### config.mk
export PLATFORM = sky130hd
export DESIGN_NAME = fifo_param
export DESIGN_NICKNAME = d
export VERILOG_FILES = /design/src/rtl/fifo_param.sv
export SDC_FILE = /design/constraint.sdc
export NUM_CORES = 1
export LEC_CHECK = 0
export CORE_ASPECT_RATIO = 1.5
export CORE_MARGIN = 2
export CORE_UTILIZATION = 55
export DETAILED_ROUTE_END_ITERATION = 12
export HOLD_SLACK_MARGIN = 0.15
export PLACE_DENSITY_LB_ADDON = 0.3
export RECOVER_POWER = 50
export SYNTH_ARGS = -nofsm -noshare
export SYNTH_HDL_FRONTEND = slang
export SYNTH_SLANG_ARGS = --single-unit
### constraint.sdc
create_clock -name clk -period 8.1 [get_ports clk]
set_clock_uncertainty 0.15 [all_clocks]
set_input_delay 1.62 -clock clk [delete_from_list [all_inputs] [get_ports clk]]
set_output_delay 1.62 -clock clk [all_outputs]
set_load 0.01 [all_outputs]
### src/rtl/fifo_param.sv
// Single-clock synchronous FIFO with registered read data, level flags,
// sticky overflow/underflow indicators and a synchronous flush.
module fifo_param #(
  parameter int unsigned WIDTH    = 8,
  parameter int unsigned DEPTH    = 16,
  parameter int unsigned AF_LEVEL = DEPTH - 2,
  parameter int unsigned AE_LEVEL = 2
) (
  input  logic                       clk,
  input  logic                       clear_n,
  input  logic                       flush,
  input  logic                       wr,
  input  logic [WIDTH-1:0]           data_in,
  input  logic                       rd,
  output logic [WIDTH-1:0]           data_out,
  output logic                       data_out_valid,
  output logic                       empty,
  output logic                       full,
  output logic                       almost_full,
  output logic                       almost_empty,
  output logic [$clog2(DEPTH):0]     count,
  output logic                       overflow,
  output logic                       underflow
);

  localparam int unsigned PTR_W = (DEPTH > 1) ? $clog2(DEPTH) : 1;
  localparam int unsigned CNT_W = $clog2(DEPTH) + 1;

  logic [WIDTH-1:0] mem [DEPTH];
  logic [PTR_W-1:0] wr_ptr;
  logic [PTR_W-1:0] rd_ptr;
  logic [CNT_W-1:0] count_nxt_c;
  logic             rd_ok_c;
  logic             wr_ok_c;

  // Level flags decode directly from the registered word count
  assign empty        = (count == '0);
  assign full         = (count == CNT_W'(DEPTH));
  assign almost_full  = (count >= CNT_W'(AF_LEVEL));
  assign almost_empty = (count <= CNT_W'(AE_LEVEL));

  // A full FIFO still takes a write when a read frees a slot on the same edge
  assign rd_ok_c = rd & ~empty;
  assign wr_ok_c = wr & (~full | rd_ok_c);

  always_comb begin
    count_nxt_c = count;
    unique case ({wr_ok_c, rd_ok_c})
      2'b10:   count_nxt_c = count + CNT_W'(1);
      2'b01:   count_nxt_c = count - CNT_W'(1);
      default: count_nxt_c = count;
    endcase
  end

  // Storage is not reset; stale words are never reachable past count
  always_ff @(posedge clk) begin
    if (wr_ok_c && !flush) begin
      mem[wr_ptr] <= data_in;
    end
  end

  always_ff @(posedge clk or negedge clear_n) begin
    if (!clear_n) begin
      wr_ptr         <= '0;
      rd_ptr         <= '0;
      count          <= '0;
      data_out       <= '0;
      data_out_valid <= 1'b0;
      overflow       <= 1'b0;
      underflow      <= 1'b0;
    end else if (flush) begin
      wr_ptr         <= '0;
      rd_ptr         <= '0;
      count          <= '0;
      data_out_valid <= 1'b0;
      overflow       <= 1'b0;
      underflow      <= 1'b0;
    end else begin
      count          <= count_nxt_c;
      data_out_valid <= rd_ok_c;
      if (wr_ok_c) begin
        wr_ptr <= wr_ptr + PTR_W'(1);
      end
      if (rd_ok_c) begin
        data_out <= mem[rd_ptr];
        rd_ptr   <= rd_ptr + PTR_W'(1);
      end
      if (rd && empty) begin
        underflow <= 1'b1;
      end
      if (wr && !wr_ok_c) begin
        overflow <= 1'b1;
      end
    end
  end

endmodule

======== Word-level counts from Yosys, hierarchy flattened ========
Memories as Yosys holds them, arrays and structs flattened. A register that Yosys moved wholly into a read port is not among the register bits.
Index checks and enable logic that the tools add are counted.
storage, ports and cells
  bits in registers ....................... 16
  RAM bits ................................ 128
  input port bits ......................... 13
  output and inout port bits .............. 20
  word-level logic and storage cells ...... 48
  memories ................................ 1
cells by class
  $add $sub $neg .......................... 4
  $lt $le $gt $ge ......................... 2
  equality and inequality tests ........... 3
  mux-type cells .......................... 13
  bitwise gates (word level) .............. 6
  reduce and logical (&&, ||, !) cells .... 13
memories
  name  words  width  rd ports  clocked after memory_dff  write ports  line  RTL
  mem   16     8      1         1                         1            29    logic [WIDTH-1:0] mem [DEPTH];
operator list
  kind                   number
  $mux W4                4
  $pmux W5 S2            1
  $add A4 B1 Y4 const B  2
  $reduce_bool A2 Y1     4
  $mux W1                7
  $add A5 B1 Y5 const B  1
  $eq A5 B5 Y1 const B   1
  $ge A5 B4 Y1 const B   1
  $le A5 B2 Y1 const B   1
  $logic_not A5 Y1       1
  $mux W5                1
  $sub A5 B1 Y5 const B  1
  $logic_and A1 B1 Y1    3
  $logic_not A1 Y1       3
  $not A1 Y1             3
  $reduce_bool A3 Y1     1
  $and A1 B1 Y1          2
  $eq A2 B1 Y1 const B   1
  $eq A2 B2 Y1 const B   1
  $reduce_and A2 Y1      1
  $or A1 B1 Y1           1

======== Longest topological paths before layout ========
Gate-level depths: netlist of the first run.
  word-level depth ........................ 9
  gate-level depth with buffers ........... 10

======== Worst setup path before layout of the first run ========
Ideal clock, no wire load.
  path kind ............................... input port to flip-flop
  from .................................... in rd
  to ...................................... reg count[4]
  setup time .............................. 0.082 ns
  arrival ................................. 3.480 ns
  required time ........................... 7.868 ns
  slack ................................... 4.388 ns
  stages on the path ...................... 8
  cells stage by stage .................... clkbuf_1 -> o21ai_2 -> or2_1 -> fa_1 -> nand2b_1 -> a21oi_1 -> mux2_2 -> a31oi_1
between the ends
  cells in the longest elaborated chain, start to end .. 6
ends and longest elaborated chain
  what                                                 line  RTL
  start: declaration                                   14    input logic rd,
  $and A1 B1 Y1 (*)                                    43    assign rd_ok_c = rd & ~empty;
  $or A1 B1 Y1                                         44    assign wr_ok_c = wr & (~full | rd_ok_c);
  $and A1 B1 Y1                                        44
  $eq A2 B1 Y1 / $eq A2 B2 Y1 (equally long branches)  48    unique case ({wr_ok_c, rd_ok_c})
  $pmux W5 S2                                          48
  $mux W5                                              71    end else if (flush) begin
  end signal: assignment                               79    count <= count_nxt_c;
  end: declaration                                     21    output logic [$clog2(DEPTH):0] count,
Mark *: on every way between the ends. The rest lies on a longest branch, timed or not.
A chain may end at the register's enable or synchronous reset.

======== Worst setup path after layout of the first run ========
  from .................................... reg count[1]
  to ...................................... out full
between the ends
  cells in the longest elaborated chain, start to end .. 1
ends and longest elaborated chain
  what              line  RTL
  $eq A5 B5 Y1      38    assign full = (count == CNT_W'(DEPTH));
  end: declaration  18    output logic full,
Every way passes these cells.

==> results of run 1 <==
[cell usage in the layout, fill, tap and decap left out, types with 11 or more instances in the layout]
cell | netlist | routed
sky130_fd_sc_hd__dlygate4sd3_1 | 0 | 11
sky130_fd_sc_hd__nor2_1 | 35 | 35
sky130_fd_sc_hd__a21oi_1 | 12 | 12
sky130_fd_sc_hd__o22ai_1 | 16 | 16
sky130_fd_sc_hd__dfrtp_1 | 24 | 23
sky130_fd_sc_hd__edfxtp_1 | 128 | 128
sky130_fd_sc_hd__mux4_2 | 32 | 32
sky130_fd_sc_hd__clkdlybuf4s50_1 | 0 | 21
sky130_fd_sc_hd__nand2_1 | 11 | 11
sky130_fd_sc_hd__clkbuf_16 | 0 | 17
[final cells by class]
cell class,instances,area share [%]
clock buffer,17,5.82
tap,147,2.51
multi-input combinational,173,22.8
inverter,9,0.462
sequential,152,60.8
timing repair buffer,34,4.58
clock inverter,15,3.04
[registers in the layout, summed over array words and instances (netlist names)]
signal / count
count: 5
data_out: 8
data_out_valid: 1
mem: 128
overflow: 1
rd_ptr: 4
underflow: 1
wr_ptr: 4
[report_power, final]
group	leakage (nW)	switching [mW]	internal, mW
combinational	0.658	0.179	0.165
sequential	1.45	0.0497	0.891
clock	0.314	0.308	0.548
[metrics by stage]
stage	worst slack [ns]	hold slack [ns]	utilization, %	instance area [sq um]	instances
2_1_floorplan	4.39	0.379	-	6260	351
3_3_place_gp	3.89	0.341	60.4	6680	515
3_5_place_dp	3.82	0.342	60.4	6680	515
4_1_cts	3.89	0.354	66.3	7330	547
5_1_grt	3.83	0.393	66.2	7310	547
6_report	3.95	0.354	66.2	7310	547
[worst min-delay path by stage]
stage	start	endpoint	slack, ns	cells past startpoint
after floorplan	overflow	overflow	0.38	2
after global placement	overflow	overflow	0.34	2
after detailed placement	overflow	overflow	0.34	2
after CTS	overflow	overflow	0.35	2
after global routing	overflow	overflow	0.39	2
final	overflow	overflow	0.35	2
[worst min-delay path: cells and delay by family (launching register included)]
kind	cells	cell delay, ns
AOI/OAI and AO/OA	1	0.04
DFF	1	0.34
and+or+nand+nor	1	0.08
[routing by layer]
layer / vias to the layer above / track usage (%) / part of all wire [%] / routed length (um)
li1: 1452 / - / - / -
met1: 1630 / 27.0 / 39 / 4640
met2: 139 / 36.0 / 53 / 6290
met3: 19 / 4.24 / 5.7 / 683
met4: 0 / 10.9 / 3.0 / 362
met5: - / 0 / 0 / 0
[logic make-up after synthesis]
family / after synthesis / share of synthesized area [%]
adder cells (fa/ha/maj): 9 / 1.92
AND/OR/NAND/NOR: 64 / 4.82
flip-flops: 152 / 71.0
AO/OA/AOI/OAI: 45 / 4.84
XOR/XNOR: 7 / 0.979
multiplexers: 48 / 14.3
buffers and inverters: 26 / 2.14
==> load_flow_metrics.sql, run 1 <==
INSERT INTO impl_metrics (metric_group, metric, value, unit) VALUES
('setup_path', 'timing.critical_path.cells', 'or4_1, nor2_1, clkdlybuf4s50_1', ''),
('timing', 'tightest_slew', '1.14', 'ns'),
('timing', 'finalSetupViolations', '0', ''),
('yosys', 'ys.warnings.count', '0', ''),
('clock_network', 'clk_latency', '0.42', 'ns'),
('yosys', 'synth.net_count', '373', ''),
('detailed_routing', 'postRouteWirelength', '12.0', 'mm'),
('setup_path', 'r2r_start', 'count[1]', ''),
('hold_path', 'min_path_type', 'flip-flop to flip-flop', ''),
('clock_network', 'number_of_clock_buffers_inserted_by_tritoncts', '17', ''),
('global_routing', 'first_global_vias', '3381', ''),
('timing', 'final.period_utilization', '51.3', '%'),
('yosys', 'netlist_top_cells_count', '128 x sky130_fd_sc_hd__edfxtp_1, 35 x sky130_fd_sc_hd__nor2_1, 32 x sky130_fd_sc_hd__mux4_2, 24 x sky130_fd_sc_hd__dfrtp_1, 16 x sky130_fd_sc_hd__o22ai_1', ''),
('setup_path', 'timing.critical_path.buf_inv', '1', ''),
('timing', 'finalHoldViolCount', '0', ''),
('setup_path', 'setup.reg_to_reg.worst_slack', '4.97', 'ns'),
('finish', 'flow.area_growth_from_synthesis', '16.8', '%'),
('setup_path', 'cpMaxStageDelayCell', 'sky130_fd_sc_hd__or4_1', ''),
('yosys', 'yosys.area.top_type', 'sky130_fd_sc_hd__edfxtp_1', ''),
('yosys', 'synth_top_flop_cell', 'sky130_fd_sc_hd__edfxtp_1', ''),
('finish', 'seq_area', '0.00445', 'sq mm'),
('clock_network', 'cts_hold_buffers', '0', ''),
('setup_path', 'worst_r2r_path_depth', '9', ''),
('clock_network', 'clock-sinks', '152', ''),
('finish', 'drive_gt1_share', '20.3', '%'),
('detailed_routing', 'dr.pass1.iters', '5', ''),
('yosys', 'yosysMostFrequentCell', 'sky130_fd_sc_hd__edfxtp_1', ''),
('global_routing', 'grt.overflow.total', '0', ''),
('clock_network', 'clock_transition_at_path_regs', '0.06', 'ns'),
('global_routing', 'grt_max_degree', '35', ''),
('floorplan', 'die_height', '135', 'um'),
('setup_path', 'endpoint_kind', 'output pin', ''),
('job', 'max_cap_viols', '0', ''),
('global_routing', 'grt_antenna_before_repair', '0', ''),
('detailed_routing', 'vias_per_cell', '5.92', ''),
('detailed_routing', 'route.vias.total', '3240', ''),
('yosys', 'ys_types', '44', ''),
('placement', 'numPortBuffers', '32', ''),
('floorplan', 'floorplan.rows', '47', ''),
('yosys', 'ys_ff_latch', '152', ''),
('finish', 'number_of_nets_in_the_layout', '409', ''),
('timing', 'timing.max_slew.rel_slack', '23.7', '%'),
('floorplan', 'starting_density', '56.6', '%'),
('power_and_ir_drop', 'power.total', '2.14', 'mW'),
('yosys', 'synth.yosys.seq_area_share', '71.0', '%'),
('timing', 'setup_tns', '0', 'ns'),
('setup_path', 'worst_ep_required_time', '6.33', 'ns'),
('yosys', 'synth-edff-count', '128', ''),
('global_routing', 'grt_usage', '21.5', '%'),
('detailed_routing', 'drcViolationCount', '0', ''),
('setup_path', 'critical_path.max_stage_delay', '0.75', 'ns'),
('floorplan', 'ioPinCount', '33', ''),
('yosys', 'yosys-top-cells-area', 'sky130_fd_sc_hd__edfxtp_1 61%, sky130_fd_sc_hd__mux4_2 12%, sky130_fd_sc_hd__dfrtp_1 9.6%, sky130_fd_sc_hd__nor2_1 2.1%, sky130_fd_sc_hd__mux2_2 1.6%', ''),
('clock_network', 'cts-resized-gates', '0', ''),
('run_status', 'run_status', 'finished clean', ''),
('setup_path', 'stages_on_worst_setup_path', '3', ''),
('clock_network', 'post_cts_buffers', '0', ''),
('setup_path', 'setup.worst_path.class', 'flip-flop to output pin', ''),
('clock_network', 'clock-root-buffer', 'sky130_fd_sc_hd__clkbuf_16', ''),
('timing', 'finalMaxSlewViolations', '0', ''),
('floorplan', 'placeableCoreArea', '0.0111', 'sq mm'),
('yosys', 'synth.cell_area', '0.00626', 'sq mm'),
('floorplan', 'fp.dieArea', '0.0123', 'sq mm'),
('clock_network', 'cts_tree', 'built', ''),
('setup_path', 'startpoint', 'count[1]', ''),
('setup_path', 'cpLargestDelayFamily', 'simple AND/OR/NAND/NOR gates', ''),
('finish', 'insertedDiodeCount', '0', ''),
('floorplan', 'die-width', '91.1', 'um'),
('yosys', 'proportion_of_register_bits_with_asynchronous_set_or_reset_after_synthesis', '15.8', '%'),
('timing', 'grt_setup_unrepaired', 'no', ''),
('setup_path', 'worst_r2r_endpoint', 'count[4]', '');
Power figures use the tool's default switching activity.
==> inputs of run 2 (changes only) <==
--- a/config.mk
+++ b/config.mk
@@ -7,7 +7,7 @@
 export LEC_CHECK = 0
 export CORE_ASPECT_RATIO = 1.5
 export CORE_MARGIN = 2
-export CORE_UTILIZATION = 55
+export CORE_UTILIZATION = 54
 export DETAILED_ROUTE_END_ITERATION = 12
 export HOLD_SLACK_MARGIN = 0.15
 export PLACE_DENSITY_LB_ADDON = 0.3
==> constraint.sdc (replaced) <==
create_clock -name clk -period 3.35 [get_ports clk]
set_clock_uncertainty 0.15 [all_clocks]
set_input_delay 0.67 -clock clk [delete_from_list [all_inputs] [get_ports clk]]
set_output_delay 0.67 -clock clk [all_outputs]
set_load 0.01 [all_outputs]
==> run 2 against run 1 <==
Effect of this change:
- cell area up 2.3%
- sequential power grew 140%
- global-route usage grew 1.0 points
- critical endpoint unchanged
- clock power rose by 120%
==> load_flow_metrics.sql, run 2 (same netlist as run 1, synthesis figures left out) <==
INSERT INTO impl_metrics (metric_group, metric, value, unit) VALUES
('setup_path', 'cpLargestDelayFamily', 'buffers and inverters', ''),
('floorplan', 'ioPinCount', '33', ''),
('detailed_routing', 'first_iteration_detailed_routing_drc_count', '241', ''),
('finish', 'number_of_nets_in_the_layout', '432', ''),
('job', 'max_cap_viols', '0', ''),
('detailed_routing', 'route.vias.total', '3343', ''),
('finish', 'nFillCells', '771', ''),
('placement', 'number_of_cells_after_detailed_placement', '541', ''),
('setup_path', 'cp_max_fo', '8', ''),
('global_routing', 'first_global_vias', '3492', ''),
('floorplan', 'die_height', '136', 'um'),
('finish', 'layout_top_registers', 'mem (128), data_out (8), count (5)', ''),
('global_routing', 'grt_max_degree', '25', ''),
('global_routing', 'grt.overflow.total', '0', ''),
('power_and_ir_drop', 'cellInternalPower', '3.73', 'mW'),
('placement', 'globalplace.congestion', '0.749', ''),
('power_and_ir_drop', 'ir_drop', '556', 'uV'),
('global_routing', 'grt_antenna_before_repair', '0', ''),
('global_routing', 'grt_usage', '22.5', '%'),
('clock_network', 'htree_levels', '4', ''),
('power_and_ir_drop', 'swShare', '26.1', '%'),
('power_and_ir_drop', 'part_of_the_power_in_combinational_logic', '17.3', '%'),
('detailed_routing', 'dr.pass1.iters', '4', ''),
('hold_path', 'min_path_type', 'flip-flop to flip-flop', ''),
('clock_network', 'cts_tree', 'built', ''),
('clock_network', 'number_of_clock_buffers_inserted_by_tritoncts', '17', ''),
('finish', 'max_flop_register', 'mem', ''),
('power_and_ir_drop', 'clock_power_share', '37.8', '%'),
('power_and_ir_drop', 'net-switching-power', '1.32', 'mW'),
('finish', 'drive_gt1_share', '24.8', '%'),
('timing', 'post-route-worst-setup-slack', '0.143', 'ns'),
('run_status', 'run_status', 'finished clean', ''),
('detailed_routing', 'postRouteWirelength', '12.9', 'mm'),
('finish', 'largest_register_ffs', '128', ''),
('floorplan', 'die-width', '91.9', 'um'),
('finish', 'most_used_cells_in_the_layout_excluding_fill_and_tap_cells', '128 x sky130_fd_sc_hd__edfxtp_1, 35 x sky130_fd_sc_hd__nor2_1, 32 x sky130_fd_sc_hd__mux4_2', ''),
('power_and_ir_drop', 'power.total', '5.05', 'mW'),
('timing', 'finalMaxSlewViolations', '0', ''),
('clock_network', 'clock-root-buffer', 'sky130_fd_sc_hd__clkbuf_16', ''),
('setup_path', 'timing.critical_path.buf_inv', '2', ''),
('finish', 'final_cell_count_no_fill', '573', ''),
('timing', 'final.period_utilization', '95.7', '%'),
('setup_path', 'setup.worst_path.class', 'flip-flop to output pin', ''),
('clock_network', 'clock_path_buffers', '2', ''),
('power_and_ir_drop', 'power_density', '676', 'mW/mm^2'),
('finish', 'layout_commonest_cell', 'sky130_fd_sc_hd__edfxtp_1', ''),
('placement', 'numPortBuffers', '32', ''),
('timing', 'max_freq', '312', 'MHz'),
('timing', 'finalHoldViolCount', '0', ''),
('floorplan', 'fp.dieArea', '0.0125', 'sq mm'),
('detailed_routing', 'antenna_violating_nets_post_route', '0', ''),
('setup_path', 'timing.critical_path.cells', 'or4_1, buf_4, nor2_1, clkdlybuf4s50_1', ''),
('setup_path', 'critical_path.max_stage_delay', '0.62', 'ns'),
('placement', 'post_dp_cell_area', '0.00687', 'sq mm'),
('finish', 'seq_area', '0.00445', 'sq mm'),
('floorplan', 'placeableCoreArea', '0.0114', 'sq mm'),
('timing', 'minimum_clock_period_after_layout', '3.21', 'ns'),
('power_and_ir_drop', 'sequentialPowerShare', '44.9', '%'),
('setup_path', 'endpoint_kind', 'output pin', ''),
('finish', 'insertedDiodeCount', '0', ''),
('timing', 'setup_tns', '0', 'ns'),
('floorplan', 'starting_density', '54.9', '%'),
('finish', 'stdcell_area', '0.00748', 'sq mm'),
('placement', 'pre_cts_ws', '0.246', 'ns'),
('setup_path', 'cpMaxStageDelayCell', 'sky130_fd_sc_hd__or4_1', ''),
('floorplan', 'floorplan.rows', '48', ''),
('global_routing', 'grt_pass1_wl', '19.9', 'mm'),
('timing', 'finalSetupViolations', '0', ''),
('setup_path', 'worst_ep_required_time', '2.53', 'ns'),
('clock_network', 'post_cts_buffers', '0', ''),
('detailed_routing', 'vias_per_cell', '5.83', ''),
('timing', 'grt_setup_unrepaired', 'no', ''),
('timing', 'tightest_slew', '1.48', 'ns'),
('finish', 'multiInputGateArea', '0.00168', 'sq mm'),
('placement', 'dp_hpwl', '8.14', 'mm'),
('timing', 'timing.max_slew.rel_slack', '1.28', '%'),
('detailed_routing', 'wire_per_inst', '22.5', 'um'),
('setup_path', 'critPathArrivalTime', '2.39', 'ns'),
('clock_network', 'clk_latency', '0.42', 'ns'),
('clock_network', 'clock_transition_at_path_regs', '0.06', 'ns'),
('detailed_routing', 'drcViolationCount', '0', ''),
('finish', 'flow.area_growth_from_synthesis', '19.5', '%'),
('clock_network', 'clock-sinks', '152', ''),
('setup_path', 'timing.critical_path.from_type', 'flip-flop', ''),
('power_and_ir_drop', 'leakagePower', '2.52', 'nW');
-- run 2: stage by stage --
step	util (%)	hold WS [ns]
6_report	65.6	0.356
5_1_grt	65.6	0.388
4_1_cts	65.6	0.360
3_5_place_dp	60.2	0.346
3_3_place_gp	60.2	0.330
2_1_floorplan	-	0.224
-- run 2: final cells by class --
class | count | share of cell area, %
Timing Repair Buffer | 57 | 6.91
Clock buffer | 23 | 7.26
Clock inverter | 9 | 0.987
Tap cell | 150 | 2.51
Multi-Input combinational cell | 173 | 22.5
Inverter | 9 | 0.452
Sequential cell | 152 | 59.4
-- run 2: final timing paths --
| check | startpoint | to | cells past startpoint | slack, ns |
|---|---|---|---|---|
| worst min-delay path | underflow | underflow | 2 | 0.36 |
| worst max-delay path | count[1] | full | 4 | 0.14 |
| min in group asynchronous | clear_n | count[1] | 2 | 0.99 |
| worst min register to register | underflow | underflow | 2 | 0.36 |
| worst max register to register | count[1] | count[4] | 9 | 0.37 |
| max in group asynchronous | clear_n | count[1] | 2 | 1.09 |
-- run 2: worst min-delay path: cells and delay by family (launching register included) --
family / cells / cell delay (ns)
flip-flops: 1 / 0.35
AND/OR/NAND/NOR: 1 / 0.08
AO/OA/AOI/OAI: 1 / 0.04
-- run 2: repair_timing --
action	CTS	global route
setup endpoints to repair	0	1
hold buffers	0	0
gates resized for setup	0	1
-- run 2: power by group through the flow --
stage	registers [mW]	logic, mW	clock network (mW)
after floorplan	2.30	0.475	0
after global placement	2.30	0.860	0
after detailed placement	2.30	0.878	0
after CTS	2.27	0.884	1.94
after global routing	2.28	0.951	2.00
final	2.27	0.876	1.91
-- run 2: metal layers --
metal / part of all wire, % / wire [um] / track usage [%]
met1: 38 / 4840 / 26.0
met2: 55 / 7080 / 39.7
met3: 4.7 / 608 / 5.54
met4: 2.6 / 335 / 10.3
met5: 0 / 0 / 0
